$ cat src/rtl/mmcm_lock_sequencer.sv
// mmcm_lock_sequencer
// Drives the MMCM reset pulse, waits for a lock that stays stable, then
// releases three downstream reset domains one after another. If the lock
// never arrives, the MMCM is reset again and the attempt is counted. If the
// lock drops after release has started, every domain is reset at once and
// the whole sequence starts over.

module mmcm_lock_sequencer #(
    parameter int MMCM_RST_CYCLES    = 4,
    parameter int LOCK_TIMEOUT       = 1000,
    parameter int LOCK_STABLE_CYCLES = 64,
    parameter int RELEASE_GAP        = 8
) (
    input  logic       clk_in1,
    input  logic       reset,
    input  logic       locked_in,
    output logic       mmcm_reset,
    output logic [2:0] rst_out,
    output logic       ready,
    output logic [7:0] retry_count,
    output logic       lock_loss
);

    localparam logic [2:0] S_MMCM_RST  = 3'd0;
    localparam logic [2:0] S_WAIT_LOCK = 3'd1;
    localparam logic [2:0] S_STABLE    = 3'd2;
    localparam logic [2:0] S_RELEASE   = 3'd3;
    localparam logic [2:0] S_RUN       = 3'd4;

    // Every phase ends when the counter reaches its length minus one,
    // because the counter is cleared on the clock the phase is entered.
    localparam logic [15:0] RST_LAST     = 16'(MMCM_RST_CYCLES - 1);
    localparam logic [15:0] TIMEOUT_LAST = 16'(LOCK_TIMEOUT - 1);
    localparam logic [15:0] STABLE_LAST  = 16'(LOCK_STABLE_CYCLES - 1);
    localparam logic [15:0] GAP_LAST     = 16'(RELEASE_GAP - 1);

    logic [2:0]  state;
    logic [15:0] count;
    logic        lock_meta;
    logic        lock_s;

    // Two-flop synchronizer bringing the asynchronous lock into clk_in1.
    always_ff @(posedge clk_in1) begin
        if (reset) begin
            lock_meta <= 1'b0;
            lock_s    <= 1'b0;
        end else begin
            lock_meta <= locked_in;
            lock_s    <= lock_meta;
        end
    end

    // Sequencer: state, shared phase counter and all registered outputs.
    // The two release gaps reuse the same counter; rst_out[1] tells which
    // gap is running so the counter never has to span both of them.
    always_ff @(posedge clk_in1) begin
        if (reset) begin
            state       <= S_MMCM_RST;
            count       <= 16'd0;
            mmcm_reset  <= 1'b1;
            rst_out     <= 3'b111;
            ready       <= 1'b0;
            retry_count <= 8'd0;
            lock_loss   <= 1'b0;
        end else begin
            case (state)
                S_MMCM_RST: begin
                    rst_out <= 3'b111;
                    ready   <= 1'b0;
                    if (count == RST_LAST) begin
                        state      <= S_WAIT_LOCK;
                        count      <= 16'd0;
                        mmcm_reset <= 1'b0;
                    end else begin
                        count <= count + 16'd1;
                    end
                end

                S_WAIT_LOCK: begin
                    if (lock_s) begin
                        state <= S_STABLE;
                        count <= 16'd0;
                    end else if (count == TIMEOUT_LAST) begin
                        state      <= S_MMCM_RST;
                        count      <= 16'd0;
                        mmcm_reset <= 1'b1;
                        if (retry_count != 8'hFF) begin
                            retry_count <= retry_count + 8'd1;
                        end
                    end else begin
                        count <= count + 16'd1;
                    end
                end

                S_STABLE: begin
                    if (!lock_s) begin
                        state <= S_WAIT_LOCK;
                        count <= 16'd0;
                    end else if (count == STABLE_LAST) begin
                        state   <= S_RELEASE;
                        count   <= 16'd0;
                        rst_out <= 3'b110;
                    end else begin
                        count <= count + 16'd1;
                    end
                end

                S_RELEASE: begin
                    if (!lock_s) begin
                        state      <= S_MMCM_RST;
                        count      <= 16'd0;
                        mmcm_reset <= 1'b1;
                        rst_out    <= 3'b111;
                        ready      <= 1'b0;
                        lock_loss  <= 1'b1;
                    end else if (count == GAP_LAST) begin
                        count <= 16'd0;
                        if (rst_out[1]) begin
                            rst_out <= 3'b100;
                        end else begin
                            rst_out <= 3'b000;
                            ready   <= 1'b1;
                            state   <= S_RUN;
                        end
                    end else begin
                        count <= count + 16'd1;
                    end
                end

                S_RUN: begin
                    if (!lock_s) begin
                        state      <= S_MMCM_RST;
                        count      <= 16'd0;
                        mmcm_reset <= 1'b1;
                        rst_out    <= 3'b111;
                        ready      <= 1'b0;
                        lock_loss  <= 1'b1;
                    end
                end

                default: begin
                    state      <= S_MMCM_RST;
                    count      <= 16'd0;
                    mmcm_reset <= 1'b1;
                    rst_out    <= 3'b111;
                    ready      <= 1'b0;
                end
            endcase
        end
    end

endmodule

$ cat config.mk
export PLATFORM = sky130hd
export DESIGN_NAME = mmcm_lock_sequencer
export DESIGN_NICKNAME = d
export VERILOG_FILES = /design/src/rtl/mmcm_lock_sequencer.sv
export SDC_FILE = /design/constraint.sdc
export NUM_CORES = 1
export LEC_CHECK = 0
export CAP_MARGIN = 0
export CORE_MARGIN = 2
export CORE_UTILIZATION = 61
export CTS_CLUSTER_SIZE = 10
export DETAILED_ROUTE_END_ITERATION = 10
export GPL_TIMING_DRIVEN = 1
export HOLD_SLACK_MARGIN = 0.08
export PLACE_DENSITY_LB_ADDON = 0.08
export REMOVE_ABC_BUFFERS = 1
export SYNTH_ARGS = -nofsm -noshare
export SYNTH_HDL_FRONTEND = slang
export SYNTH_SLANG_ARGS = --single-unit
$ cat constraint.sdc
create_clock -name clk_in1 -period 5.9 [get_ports clk_in1]
set_input_delay 0.885 -clock clk_in1 [delete_from_list [all_inputs] [get_ports clk_in1]]
set_output_delay 0.885 -clock clk_in1 [all_outputs]
set_load 0.005 [all_outputs]
Word level (Yosys, flattened, before mapping)
Index checks and enable logic that the tools add are counted.

word-level totals
  input bits = 3
  bits in registers = 35

cells by class
  add/sub/neg operators = 2
  equal/unequal tests = 20
  muxes and demuxes = 36
  bitwise operators = 4
  reductions and logical operators = 9

operator list
  cell                                             count
  two-way mux 16 bit                               8
  case mux 16 bit (5 select lines)                 1
  two-way mux 3 bit                                15
  adder 16 x 1 -> 16 bit, second input constant    1
  == test 16 x 10 -> 1 bit, second input constant  1
  == test 16 x 2 -> 1 bit, second input constant   1
  == test 16 x 3 -> 1 bit, second input constant   1
  == test 16 x 6 -> 1 bit, second input constant   1
  case mux 3 bit (5 select lines)                  1
  inequality test 2 bit, second input constant     7
  inequality test 3 bit, second input constant     4
  case mux 3 bit (4 select lines)                  1
  AND reduction 5 bit                              2
  adder 8 x 1 -> 8 bit, second input constant      1
  two-way mux 1 bit                                8
  inequality test 8 bit, second input constant     1
  AND reduction 4 bit                              2
  == test 3 x 2 -> 1 bit, second input constant    2
  AND reduction 6 bit                              1
  inverter 1 bit                                   4
  case mux 1 bit (4 select lines)                  1
  OR reduction 2 bit                               2
  == test 3 x 1 -> 1 bit, second input constant    1
  == test 3 bit, second input constant             1
  other kinds (3)                                  3

Depth between registers and ports, before layout
  depth in word-level cells = 4
  mapped depth = 8

Worst setup path after synthesis
No wires, ideal clock.

  path kind = register to register
  start point = register count[0]
  end point = register rst_out[2]
  data arrival time = 1.903 ns
  slack = 3.884 ns
  clock period less this slack = 2.016 ns
  library setup time = 0.114 ns
  path buffers = 0
  stages on the path, launching flop included = 8
  required time = 5.786 ns
  cells stage by stage = dfxtp_1 > ha_1 > nor4bb_1 > and4_1 > a31o_1 > nand3_2 > or3b_1 > a21o_1

on the way
  longest elaborated chain between the ends = 3
  elaborated cells between the ends (all ways) = 5
  classes of those cells = eq/ne: 4; reduce/logical: 1

RTL lines
  element                                                                          RTL line  RTL
  start, declared                                                                  38        logic [15:0] count;
  start signal, assigned                                                           75        count <= count + 16'd1;
  start signal, assigned                                                           91        count <= count + 16'd1;
  start signal, assigned                                                           104       count <= count + 16'd1;
  == test 16 x 3 -> 1 bit / == test 16 x 6 -> 1 bit (equally long branches)        116, 99
  inequality test 3 bit (no line) / inequality test 2 bit (equally long branches)  --
  AND reduction 5 bit (no line) *                                                  --
  end signal, assigned                                                             113       rst_out <= 3'b111;
  end signal, assigned                                                             119       rst_out <= 3'b100;
  end signal, assigned                                                             121       rst_out <= 3'b000;
  end, declared                                                                    18        output logic [2:0] rst_out,

Every way passes the cells marked *; elsewhere a longest branch is shown, timed or not.
A chain may end at the register's enable or synchronous reset.

==> flow_summary.yaml <==
sta:
  layout_setup_ws_ns: 3.17
  setup_tns_ns: 0
  fin_crit_sh_pct: 46.3
  report.final.slew_viol_count: 0
  tightest_slew_ns: 0.934
  fin_worst_skew_ns: 0.00598
  slew_headroom_pct: 37.6
  hold_violations: 0
  timing.hold.ws_ns: 0.448
  min_period_ns: 2.73
  rsz0062_at_grt: "no"
  setup_viol: 0
  fmaxAchievable_ghz: 0.366
worst_setup_path:
  worstPathArrival_ns: 2.99
  reg2reg_slack_ns: 3.50
  endpoint_kind: "flop"
  ff2ff_path_depth: 7
  start_kind: "input port"
  rr_startpoint: "count[0]"
  cp.required_ns: 6.16
  worstSetupPathType: "input port to flop"
  r2r-end: "count[6]"
  worstPathMaxFanout: 24
placement:
  portBuffers: 16
  dpl_cell_area_mm2: 0.00202
  dp_hpwl_um: 2860
  place_congestion: 0.837
  pre_cts_ws_ns: 2.84
drt:
  wl_per_cell_um: 15.0
  drc: 0
  drt_iter0_markers: 91
  vias: 1695
  antenna_left: 0
  first_pass_iters: 4
  drt-total-wl_um: 4000
  vias_per_cell: 6.35
min_path:
  hp-start: "lock_meta"
  hp-class: "flop to flop"
  whs_endpoint: "lock_s"
  hold_depth: 1
die:
  ios: 17
  die_y_um: 59.4
  dieArea_mm2: 0.00353
  fp.coreArea_mm2: 0.00298
  initial_core_util_pct: 62.9
  row_count: 20
  die_w_um: 59.4
yosys:
  synthArstFlopShare_pct: 0
  synth-simple-area-share_pct: 32.9
  synth_compound_area_share_pct: 18.6
  synth_area_mm2: 0.00187
  synthAdderAreaFrac_pct: 1.34
  synth_xor_area_share_pct: 3.74
  netlist.area_leader.share_pct: 37.4
  synth-seq-area-share_pct: 37.4
  yosys_register_bits: 35
  avgSynthCellArea_um2: 8.37
  synth_area_leaders: "dfxtp_1 37%, nand2_1 5.0%, nor2_1 4.6%"
  synth-edff-count: 0
  synth_cells: 224
  synth_cell_types: 55
  synth_top_cells_by_count: "35 x dfxtp_1, 25 x nand2_1, 23 x nor2_1"
  synth_top_family_by_area: "simple AND/OR/NAND/NOR gates"
  ys.warnings.count: 0
  synth_ff_type: "dfxtp_1"
  synth_largest_area_cell: "dfxtp_1"
  synth_mux_area_share_pct: 2.14
  yosysMostFrequentCell: "dfxtp_1"
global_routing:
  grt_pass1_wl_um: 6800
  grt_pass1_vias: 1564
  grt_max_degree: 25
  antenna_found_initial: 0
  grt-ovfl-total: 0
  track_usage_pct: 25.0
pwr:
  p_clk_share_pct: 23.1
  powerDensity_mw_per_mm2: 247
  power_leakage_nw: 0.726
  seqPwrFrac_pct: 53.2
  p_comb_share_pct: 23.7
  p_sw_mw: 0.159
  ir_drop_v: 0.000150
  power.internal_mw: 0.350
  switching_share_pct: 31.2
final_layout:
  area_growth_pct: 9.88
  finalNetCount: 240
  diodes: 0
  drive_gt1_share_pct: 8.55
  postLayoutCellArea_mm2: 0.00206
  final_util_pct: 69.2
  fill_cells: 259
cts:
  cts_setup_buffers: 0
  cts_tree: "built"
  cts_hold_buf: 0
  cts_resized: 0
  numCtsBuffers: 5
  cts_max_path_buffers: 2
  numClockSinks: 35
  clk_latency_ns: 0.34
  root_buffer: "clkbuf_4"
  cts_max_level: 2
  path_clk_slew_ns: 0.10
run:
  max_cap_viol_count: 0
outcome:
  outcome: "complete, no violations"
worst max-delay path, cell delays in order:
cell             delay, ns
clkdlybuf4s50_1       0.88
nor2_1                0.89
o21ai_0               0.21
o21ai_0               0.12
cell families after synthesis:
kind of cell	after synthesis
adders and majority gates	2
AOI/OAI and AO/OA	51
xor gates and xnor gates	8
muxes	4
DFF	35
and+or+nand+nor	108
buffers and inverters	16
layout by cell type (no fill, tap or decap), drive strengths merged, types with 4 or more instances in the layout:
| master | n |
|---|---|
| o21ai | 12 |
| nor4 | 5 |
| nor2 | 23 |
| a211oi | 5 |
| mux2i | 4 |
| a21o | 6 |
| xor2 | 5 |
| and3 | 5 |
| dfxtp | 35 |
| clkdlybuf4s50 | 16 |
| clkbuf | 6 |
| nand4 | 7 |
| nand3 | 14 |
| inv | 4 |
| a21oi | 13 |
| nor3 | 8 |
| nand2 | 25 |
power groups by stage:
stage / registers, mW / clock network (mW) / logic (mW)
global route: 0.274 / 0.128 / 0.134
finish: 0.271 / 0.117 / 0.121
floorplan: 0.272 / 0 / 0.0831
global placement: 0.274 / 0 / 0.114
CTS: 0.271 / 0.119 / 0.121
detailed placement: 0.276 / 0 / 0.120
how the worst max path moves through the flow:
| stage | from | to | slack (ns) | depth (start not counted) |
|---|---|---|---|---|
| finish | reset | count[9] | 3.17 | 4 |
| global route | reset | count[9] | 2.93 | 4 |
| CTS | reset | count[9] | 3.18 | 4 |
| detailed placement | reset | count[9] | 2.84 | 4 |
| global placement | reset | count[7] | 2.96 | 4 |
| floorplan | count[0] | count[6] | 3.87 | 7 |
stage by stage:
step,std cells,power (mW)
global route,267,0.536
detailed placement,261,0.395
finish,267,0.509
global placement,261,0.388
floorplan,212,0.356
CTS,267,0.510
registers in the layout, indices dropped and copies added (netlist names):
| signal | count |
|---|---|
| mmcm_reset | 1 |
| count | 16 |
| retry_count | 8 |
| state | 3 |
| lock_s | 1 |
| lock_meta | 1 |
| lock_loss | 1 |
| ready | 1 |
| rst_out | 3 |
cell type report:
class                           instances  area (um^2)  area share (%)
Sequential cell                        35          701            34.0
Clock buffer                            6         41.3            2.00
Inverter                                4         15.0           0.729
Tap cell                               33         41.3            2.00
Multi-Input combinational cell        173         1100            53.5
Timing Repair Buffer                   16          160            7.78
routing by layer:
metal  part of all wire, %  routed length (um)  GRT usage, %  vias up
met2                    49                1940          41.0       40
li1                      -                   -             -      836
met5                     0                   0             0        -
met1                    45                1790          31.1      812
met4                   1.2                  48          7.79        0
met3                   5.3                 212          8.08        7
Note: power is estimated with default switching activity, not from simulation.
